`src/rtl/divider_taint_track.sv`:
```
// Restoring unsigned divider with per-bit taint tracking.
// One quotient bit per cycle, MSB first; the result is published as a
// one-cycle strobe WIDTH+2 cycles after start is sampled, independent
// of operand values. Taint follows data through shift/subtract/select,
// and a control-taint flag marks whole operations started by a
// tainted start.
`timescale 1ns/1ps

module divider_taint_track #(
    parameter int WIDTH = 32
) (
    input  logic             clk,
    input  logic             rst,
    input  logic             start,
    input  logic             start_t,
    input  logic [WIDTH-1:0] dividend,
    input  logic [WIDTH-1:0] dividend_t,
    input  logic [WIDTH-1:0] divisor,
    input  logic [WIDTH-1:0] divisor_t,
    output logic [WIDTH-1:0] quotient,
    output logic [WIDTH-1:0] quotient_t,
    output logic [WIDTH-1:0] remainder,
    output logic [WIDTH-1:0] remainder_t,
    output logic             quotientDone,
    output logic             quotientDone_t
);

    localparam int CNT_W = $clog2(WIDTH) + 1;
    localparam logic [CNT_W-1:0] LAST_ITER = CNT_W'(WIDTH - 1);

    typedef enum logic [1:0] {
        IDLE = 2'd0,
        LOAD = 2'd1,
        ITER = 2'd2,
        DONE = 2'd3
    } state_t;

    state_t r_state;
    state_t w_next;

    logic [CNT_W-1:0] r_cnt;
    logic             r_flag;

    // Working datapath (no reset needed: always rewritten at LOAD)
    logic [WIDTH-1:0] r_dvd;
    logic [WIDTH-1:0] r_dvs;
    logic [WIDTH-1:0] r_rem;
    logic [WIDTH-1:0] r_quo;

    // Taint state (reset so no stale taint leaks after reset)
    logic [WIDTH-1:0] r_dvd_t;
    logic [WIDTH-1:0] r_dvs_t;
    logic [WIDTH-1:0] r_rem_t;
    logic [WIDTH-1:0] r_quo_t;

    logic [WIDTH:0]   w_shift;
    logic [WIDTH:0]   w_shift_t;
    logic [WIDTH:0]   w_opnd_t;
    logic [WIDTH:0]   w_diff;
    logic [WIDTH:0]   w_diff_t;
    logic             w_borrow;
    logic             w_cmp_t;
    logic [WIDTH-1:0] w_rem_nxt;
    logic [WIDTH-1:0] w_rem_t_nxt;
    logic [WIDTH-1:0] w_fill;
    logic             w_unused;

    // Bit i of the result is the OR of bits 0..i of the input: a borrow
    // can carry taint from any lower bit position upward.
    function automatic logic [WIDTH:0] prefix_or(input logic [WIDTH:0] v);
        logic [WIDTH:0] acc;
        logic           run;
        run = 1'b0;
        for (int i = 0; i <= WIDTH; i++) begin
            run    = run | v[i];
            acc[i] = run;
        end
        return acc;
    endfunction

    // Partial remainder is widened by one bit so the shift never loses
    // the MSB before the trial subtract.
    assign w_shift   = {r_rem, r_dvd[WIDTH-1]};
    assign w_shift_t = {r_rem_t, r_dvd_t[WIDTH-1]};
    assign {w_borrow, w_diff} = {1'b0, w_shift} - {2'b00, r_dvs};
    assign w_opnd_t  = w_shift_t | {1'b0, r_dvs_t};
    assign w_diff_t  = prefix_or(w_opnd_t);
    // Top prefix bit is the OR of every operand taint bit.
    assign w_cmp_t   = w_diff_t[WIDTH];

    // When no borrow, the difference is below the divisor and fits WIDTH bits;
    // when borrowing, the shifted value is below the divisor as well.
    assign w_rem_nxt   = w_borrow ? w_shift[WIDTH-1:0] : w_diff[WIDTH-1:0];
    assign w_rem_t_nxt = w_cmp_t  ? {WIDTH{1'b1}}
                       : (w_borrow ? w_shift_t[WIDTH-1:0] : w_diff_t[WIDTH-1:0]);
    assign w_fill      = {WIDTH{r_flag}};
    assign w_unused    = w_diff[WIDTH];

    // State register
    always_ff @(posedge clk or negedge rst) begin
        if (!rst) begin
            r_state <= IDLE;
        end else begin
            r_state <= w_next;
        end
    end

    // Next-state logic: start is only honoured in IDLE
    always_comb begin
        w_next = r_state;
        case (r_state)
            IDLE: if (start) w_next = LOAD;
            LOAD: w_next = ITER;
            ITER: if (r_cnt == LAST_ITER) w_next = DONE;
            DONE: w_next = IDLE;
            default: w_next = IDLE;
        endcase
    end

    // Working datapath: latch operands, then one restoring step per cycle
    always_ff @(posedge clk) begin
        case (r_state)
            LOAD: begin
                r_dvd <= dividend;
                r_dvs <= divisor;
                r_rem <= '0;
                r_quo <= '0;
            end
            ITER: begin
                r_dvd <= {r_dvd[WIDTH-2:0], 1'b0};
                r_rem <= w_rem_nxt;
                r_quo <= {r_quo[WIDTH-2:0], ~w_borrow};
            end
            default: ;
        endcase
    end

    // Control, taint tracking and published results
    always_ff @(posedge clk or negedge rst) begin
        if (!rst) begin
            r_cnt          <= '0;
            r_flag         <= 1'b0;
            r_dvd_t        <= '0;
            r_dvs_t        <= '0;
            r_rem_t        <= '0;
            r_quo_t        <= '0;
            quotient       <= '0;
            quotient_t     <= '0;
            remainder      <= '0;
            remainder_t    <= '0;
            quotientDone   <= 1'b0;
            quotientDone_t <= 1'b0;
        end else begin
            quotientDone   <= 1'b0;
            quotientDone_t <= 1'b0;
            case (r_state)
                LOAD: begin
                    r_cnt   <= '0;
                    r_flag  <= start_t;
                    r_dvd_t <= dividend_t | {WIDTH{start_t}};
                    r_dvs_t <= divisor_t  | {WIDTH{start_t}};
                    r_rem_t <= {WIDTH{start_t}};
                    r_quo_t <= {WIDTH{start_t}};
                end
                ITER: begin
                    r_cnt   <= r_cnt + 1'b1;
                    r_dvd_t <= {r_dvd_t[WIDTH-2:0], 1'b0} | w_fill;
                    r_rem_t <= w_rem_t_nxt | w_fill;
                    r_quo_t <= {r_quo_t[WIDTH-2:0], w_cmp_t} | w_fill;
                end
                DONE: begin
                    quotient       <= r_quo;
                    remainder      <= r_rem;
                    quotient_t     <= r_quo_t | w_fill;
                    remainder_t    <= r_rem_t | w_fill;
                    quotientDone   <= 1'b1;
                    quotientDone_t <= r_flag;
                    r_flag         <= 1'b0;
                end
                default: ;
            endcase
        end
    end

endmodule

```
`config.mk`:
```
export PLATFORM = sky130hd
export DESIGN_NAME = divider_taint_track
export DESIGN_NICKNAME = d
export VERILOG_FILES = /design/src/rtl/divider_taint_track.sv
export SDC_FILE = /design/constraint.sdc
export NUM_CORES = 1
export LEC_CHECK = 0
export CAP_MARGIN = 25
export CORE_ASPECT_RATIO = 0.75
export CORE_MARGIN = 2
export CORE_UTILIZATION = 40
export CTS_CLUSTER_DIAMETER = 100
export DETAILED_ROUTE_END_ITERATION = 7
export PLACE_DENSITY = 0.67
export SETUP_SLACK_MARGIN = 0.5
export SLEW_MARGIN = 0
export SYNTH_ARGS = -nofsm -noshare
export SYNTH_HDL_FRONTEND = slang
export SYNTH_SLANG_ARGS = --single-unit
```
`constraint.sdc`:
```
create_clock -name clk -period 5.5 [get_ports clk]
set_input_delay 1.65 -clock clk [delete_from_list [all_inputs] [get_ports clk]]
set_output_delay 1.65 -clock clk [all_outputs]
set_load 0.02 [all_outputs]
```
==> impl_metrics.env <==
export IMPL_grt_overflow_total=0
export IMPL_io_buffers=261
export IMPL_ff_latch_area_um2=10500
export IMPL_arrival_ns=3.96
export IMPL_syn2layout_area_growth_pct=26.7
export IMPL_power_density_nw_per_um2=696
export IMPL_synth_distinct_cells=59
export IMPL_grt_pass1_wl_um=66800
export IMPL_htreeDepth=2
export IMPL_routed_wl_um=42200
export IMPL_die_h_um=184
export IMPL_drv_slew=0
export IMPL_worst_pin_slew_ns=1.05
export IMPL_fin_setup_tns_ns=0
export IMPL_cts_max_path_buffers=3
export IMPL_cp_start_kind="flip-flop"
export IMPL_postCtsSetupRepairBufs=0
export IMPL_grt_pass1_vias=11900
export IMPL_place_gp_congestion=0.873
export IMPL_maxCapViolCount=0
export IMPL_cts_num_sinks=395
export IMPL_fin_nets=1962
export IMPL_layout_drive_gt1_share_pct=10.9
export IMPL_avgSynthCellArea_um2=11.0
export IMPL_hold_ws_ns=0.491
export IMPL_die_w_um=244
export IMPL_synth_seq_cells=395
export IMPL_multi_input_area_um2=5850
export IMPL_ioPinCount=262
export IMPL_fillers=3755
export IMPL_critPathKind="reg -> reg"
export IMPL_fin_skew_ns=0.0233
export IMPL_vias_per_cell=5.12
export IMPL_hold_viol=0
export IMPL_peakVddDrop_uv=505
export IMPL_synth_area_leaders="dfrtp_1, edfxtp_1, mux2_2"
export IMPL_firstDrtPassIters=5
export IMPL_critical_path_endpoint_type="flip-flop"
export IMPL_ys_async_sr_fraction_pct=67.6
export IMPL_core_um2=42300
export IMPL_antenna_found_initial=5
export IMPL_post_dp_hpwl_um=27400
export IMPL_drc=0
export IMPL_track_usage_pct=18.7
export IMPL_clock_latency_ns=0.55
export IMPL_cts_tree="built"
export IMPL_netlist_area_um2=17200
export IMPL_min_path_type="reg -> reg"
export IMPL_cts_resized_gates=0
export IMPL_yosysTopAreaCell="dfrtp_1"
export IMPL_yosysSeqAreaShare_pct=61.0
export IMPL_vias=12300
export IMPL_wl_per_cell_um=17.6
export IMPL_leakage_nw=9.02
export IMPL_std_cell_rows=65
export IMPL_initial_core_util_pct=40.8
export IMPL_yosysWarningCount=0
export IMPL_ant_nets=0
export IMPL_rsz0062_at_grt="false"
export IMPL_ctsHoldBuffers=0
export IMPL_die_area_um2=44800
export IMPL_cp_max_fo=4
export IMPL_grt_max_degree=164
export IMPL_worstPathRequired_ns=5.76
export IMPL_cts_root_buffer="clkbuf_16"
export IMPL_post_route_min_period_ns=3.70
export IMPL_synth_top_area_share_pct=38.7
export IMPL_dr_first_iter_drc_count=971
export IMPL_numCtsBuffers=42
export IMPL_synthCells=1564
export IMPL_maxSlewHeadroom_pct=30.3
export IMPL_status="finished clean"
export IMPL_fmax_mhz=270
export IMPL_clk_pin_slew_ns=0.06
export IMPL_synth_edf_count=128
export IMPL_synthesis_nets=1734
export IMPL_synth_main_ff_cell="dfrtp_1"
export IMPL_fin_crit_sh_pct=67.4
export IMPL_finalSetupViolations=0
-- worst max-delay path, cell delays in order, from the launching register on --
cell and delay (ns):
edfxtp_1 0.38, inv_1 0.07, ha_1 0.19, fa_1 0.21
nand2b_1 0.17, a21oi_1 0.12, o41ai_1 0.70, a21oi_1 0.33
a211oi_1 0.54, a21oi_1 0.24, o2bb2ai_1 0.25, xnor2_1 0.09
o2bb2ai_1 0.12
-- cells by family (layout without fill, tap and decap cells) --
group                      Yosys count  after routing  share of synthesized area, %
buffers and inverters              238            499                          5.30
other                                0              4                             0
muxes                               97             97                          6.33
DFF                                395            395                          61.0
and+or+nand+nor                    393            393                          10.0
xor gates and xnor gates            26             26                          1.32
AOI/OAI and AO/OA                  377            377                          13.2
adders and majority gates           38             38                          2.80
-- cell usage in the layout (no fill, tap or decap), types with 4 or more instances in the layout --
| cell type | instances |
|---|---|
| a211oi_1 | 8 |
| a21o_1 | 4 |
| a21oi_1 | 148 |
| and2_1 | 34 |
| buf_4 | 11 |
| clkbuf_1 | 10 |
| clkbuf_16 | 43 |
| clkbuf_8 | 11 |
| clkdlybuf4s50_1 | 260 |
| clkinv_2 | 4 |
| dfrtp_1 | 266 |
| diode_2 | 4 |
| edfxtp_1 | 128 |
| ha_1 | 33 |
| inv_1 | 145 |
| mux2_2 | 96 |
| nand2_1 | 69 |
| nand2b_1 | 9 |
| nand3_1 | 9 |
| nand4_1 | 6 |
| nor2_1 | 221 |
| nor2b_1 | 5 |
| nor3_1 | 7 |
| nor4_1 | 16 |
| o211ai_1 | 33 |
| o21a_1 | 5 |
| o21ai_0 | 119 |
| o221ai_1 | 33 |
| xnor2_1 | 15 |
| xor2_1 | 11 |
-- registers in the layout, summed over array words and instances, names as in the netlist --
signal          flops
quotient           32
quotient_t         32
r_dvd              32
r_dvd_t            32
r_dvs              32
r_dvs_t            32
r_quo              32
r_quo_t            32
r_rem              32
r_rem_t            32
remainder          32
remainder_t        32
r_cnt               6
r_state             2
quotientDone        1
quotientDone_t      1
r_flag              1
-- metal layers --
layer | vias to the layer above | share of wire, % | global-route usage (%)
met1 | 6017 | 47 | 26.9
met4 | 2 | 2.7 | 6.10
met5 | - | 0.031 | 0
met2 | 304 | 45 | 28.5
met3 | 81 | 5.5 | 3.69
li1 | 5877 | - | -
-- layout make-up --
class	count	area share [%]
tap	569	3.26
sequential	395	48.2
inverter	145	2.49
timing repair buffer	277	12.9
antenna	4	0.0458
multi-input combinational	931	26.8
clock buffer	64	5.79
clock inverter	13	0.618
-- path summary, 6_finish.rpt --
| kind | start | endpoint | slack (ns) | cells after the start |
|---|---|---|---|---|
| worst max-delay path | r_dvd[31] | r_rem[30] | 1.80 | 12 |
| min in group asynchronous | rst | remainder[21] | 1.14 | 1 |
| worst max register to register | r_dvd[31] | r_rem[30] | 1.80 | 12 |
| max in group asynchronous | rst | r_quo_t[27] | 3.19 | 2 |
| worst min register to register | r_quo[26] | quotient[26] | 0.49 | 1 |
| worst min-delay path | r_quo[26] | quotient[26] | 0.49 | 1 |
-- synthesized netlist by cell type, types with 15 or more instances --
cell type,n
a21oi_1,148
and2_1,34
buf_1,17
clkbuf_1,71
dfrtp_1,267
edfxtp_1,128
ha_1,37
inv_1,145
mux2_2,96
nand2_1,69
nor2_1,221
nor4_1,16
o211ai_1,33
o21ai_0,119
o221ai_1,33
xnor2_1,15
-- where the power goes --
| group | switching [W] | internal (W) | total [W] |
|---|---|---|---|
| Sequential | 0.000858 | 0.00476 | 0.00562 |
| Clock | 0.00118 | 0.00169 | 0.00287 |
| Combinational | 0.00395 | 0.00277 | 0.00671 |
-- metrics by stage --
step	worst slack, ns	power, W	area, um^2	util [%]	cells
2_1_floorplan	1.69	0.0100	17200	-	1564
3_3_place_gp	1.64	0.0121	20400	48.2	2315
3_5_place_dp	1.55	0.0124	20400	48.3	2316
4_1_cts	1.92	0.0153	21800	51.6	2393
5_1_grt	1.60	0.0163	21900	51.7	2398
6_report	1.80	0.0152	21900	51.7	2398
Power figures use the tool's default switching activity.
==> RTL change, RTL diff (config.mk and constraints unchanged) <==
Put one more register stage on the output `quotientDone`, cleared by the reset. The value now appears one clock later. The other outputs are not delayed to match.
--- a/src/rtl/divider_taint_track.sv
+++ b/src/rtl/divider_taint_track.sv
@@ -34,6 +34,8 @@
         ITER = 2'd2,
         DONE = 2'd3
     } state_t;
+
+    logic quotientDone_s0;
 
     state_t r_state;
     state_t w_next;
@@ -148,10 +150,10 @@
             quotient_t     <= '0;
             remainder      <= '0;
             remainder_t    <= '0;
-            quotientDone   <= 1'b0;
+            quotientDone_s0 <= 1'b0;
             quotientDone_t <= 1'b0;
         end else begin
-            quotientDone   <= 1'b0;
+            quotientDone_s0 <= 1'b0;
             quotientDone_t <= 1'b0;
             case (r_state)
                 LOAD: begin
@@ -173,7 +175,7 @@
                     remainder      <= r_rem;
                     quotient_t     <= r_quo_t | w_fill;
                     remainder_t    <= r_rem_t | w_fill;
-                    quotientDone   <= 1'b1;
+                    quotientDone_s0 <= 1'b1;
                     quotientDone_t <= r_flag;
                     r_flag         <= 1'b0;
                 end
@@ -182,5 +184,13 @@
         end
     end
 
+    always_ff @(posedge clk or negedge rst) begin
+        if (!rst) begin
+            quotientDone <= '0;
+        end else begin
+            quotientDone <= quotientDone_s0;
+        end
+    end
+
 endmodule
 
Behaviour: same outputs for any inputs over 10 cycles, from zero or initial values and one cycle with rst low; that may be too few to reach the edited logic, so the function may still have changed.
==> RTL change against the unedited design <==
- total power down 2.1%
- largest cell class unchanged
- area after synthesis up 0.15%
- highest routed layer is now met4
- worst setup slack better by 0.043 ns
- routed wire length down 0.47%
- synthesized cell count about the same
- critical endpoint unchanged
- cell area down 0.85%
- core utilization down 0.44 points
- sequential cell count up 1
==> RTL change: results (changes against the unedited design) <==
stage,metric,value,unit,change
hold_path,hp-start,quotientDone_s0$_DFF_PN0_,,
yosys,synth.area.top_cells,"dfrtp_1, edfxtp_1, mux2_2",,
detailed_routing,drt-total-wl,42000,um,-0.47%
global_routing,antenna_found_initial,2,,-3
yosys,synthesis.nets,1735,,+0.058%
placed_design,hpwl,27500,um,+0.49%
die,die_area,44900,um^2,+0.14%
global_routing,grt_usage,0.187,,about the same
worst_setup_path,reg2reg_slack,1.84,ns,+0.04 ns
worst_setup_path,cp_max_fo,17,,+13
worst_setup_path,reg2regPathDepth,11,,-1
yosys,yosys_register_bits,396,,+0.25%
worst_setup_path,crit_slowest_cell,or4_4,,
final_layout,drive_gt1_frac,0.103,,-0.00641
yosys,yosys-top-cells-count,"dfrtp_1, nor2_1, a21oi_1",,
final_layout,final-nonclk-buf-share,0.129,,+0.000300
detailed_routing,drtIter0Drc,1097,,+13%
global_routing,grt_max_degree,112,,-32%
final_layout,multi_input_area_share,0.270,,+0.00230
final_layout,nClkBuffers,51,,-20%
pwr,vdd_drop_max,0.343,mV,-32%
worst_setup_path,arrival,3.92,ns,-0.04 ns
final_layout,clk_share,0.0559,,-0.00817
hold_path,min_path_cells,0,,-1
sta,fin_worst_skew,0.0163,ns,-0.00706 ns
final_layout,nNonClkBuffers,278,,+0.36%
outcome,status,"complete, no violations",,
final_layout,diodes,2,,-2
final_layout,nets,1963,,+0.051%
clocking,numCtsBuffers,41,,-2.4%
final_layout,fin_cells,2393,,-0.21%
global_routing,grt_pass1_wl,67100,um,+0.41%
yosys,syn_avg_cell_area,11.0,um^2,about the same
-- RTL change: cell families (layout without fill, tap and decap cells) --
group	count (synthesis)	in the layout	synth area share
AND/OR/NAND/NOR	393	393	0.100
other	0	2	0
XOR/XNOR	26	26	0.0132
multiplexers	97	97	0.0632
buffers and inverters	238	495	0.0530
adder cells (fa/ha/maj)	38	38	0.0280
flip-flops	396	396	0.611
AO/OA/AOI/OAI	377	377	0.132
-- RTL change: per-layer routing --
| metal | vias up | global-route usage | wire length (um) |
|---|---|---|---|
| met5 | - | 0 | 0 |
| li1 | 5865 | - | - |
| met4 | 0 | 0.0598 | 1010 |
| met2 | 303 | 0.286 | 18900 |
| met3 | 60 | 0.0324 | 2120 |
| met1 | 6001 | 0.271 | 20000 |
-- RTL change: power by group --
group / internal [mW] / switching [mW]
clock: 1.40 / 1.16
combinational: 2.76 / 3.96
sequential: 4.77 / 0.844
-- RTL change: how the worst max path moves through the flow --
stage | slack [ns] | from | endpoint | cells past startpoint
final | 1.84 | r_rem[17]$_SDFFCE_PN0P_ | r_rem[30]$_SDFFCE_PN0P_ | 11
after global routing | 1.61 | r_rem[2]$_SDFFCE_PN0P_ | r_rem[30]$_SDFFCE_PN0P_ | 11
after CTS | 1.90 | r_rem[17]$_SDFFCE_PN0P_ | r_rem[30]$_SDFFCE_PN0P_ | 11
after detailed placement | 1.57 | start_t | r_rem_t[5]$_DFFE_PN0P_ | 5
after global placement | 1.65 | start_t | r_rem_t[23]$_DFFE_PN0P_ | 5
after floorplan | 1.69 | r_state[0]$_DFFE_PN0P_ | r_dvd_t[25]$_DFFE_PN0P_ | 7
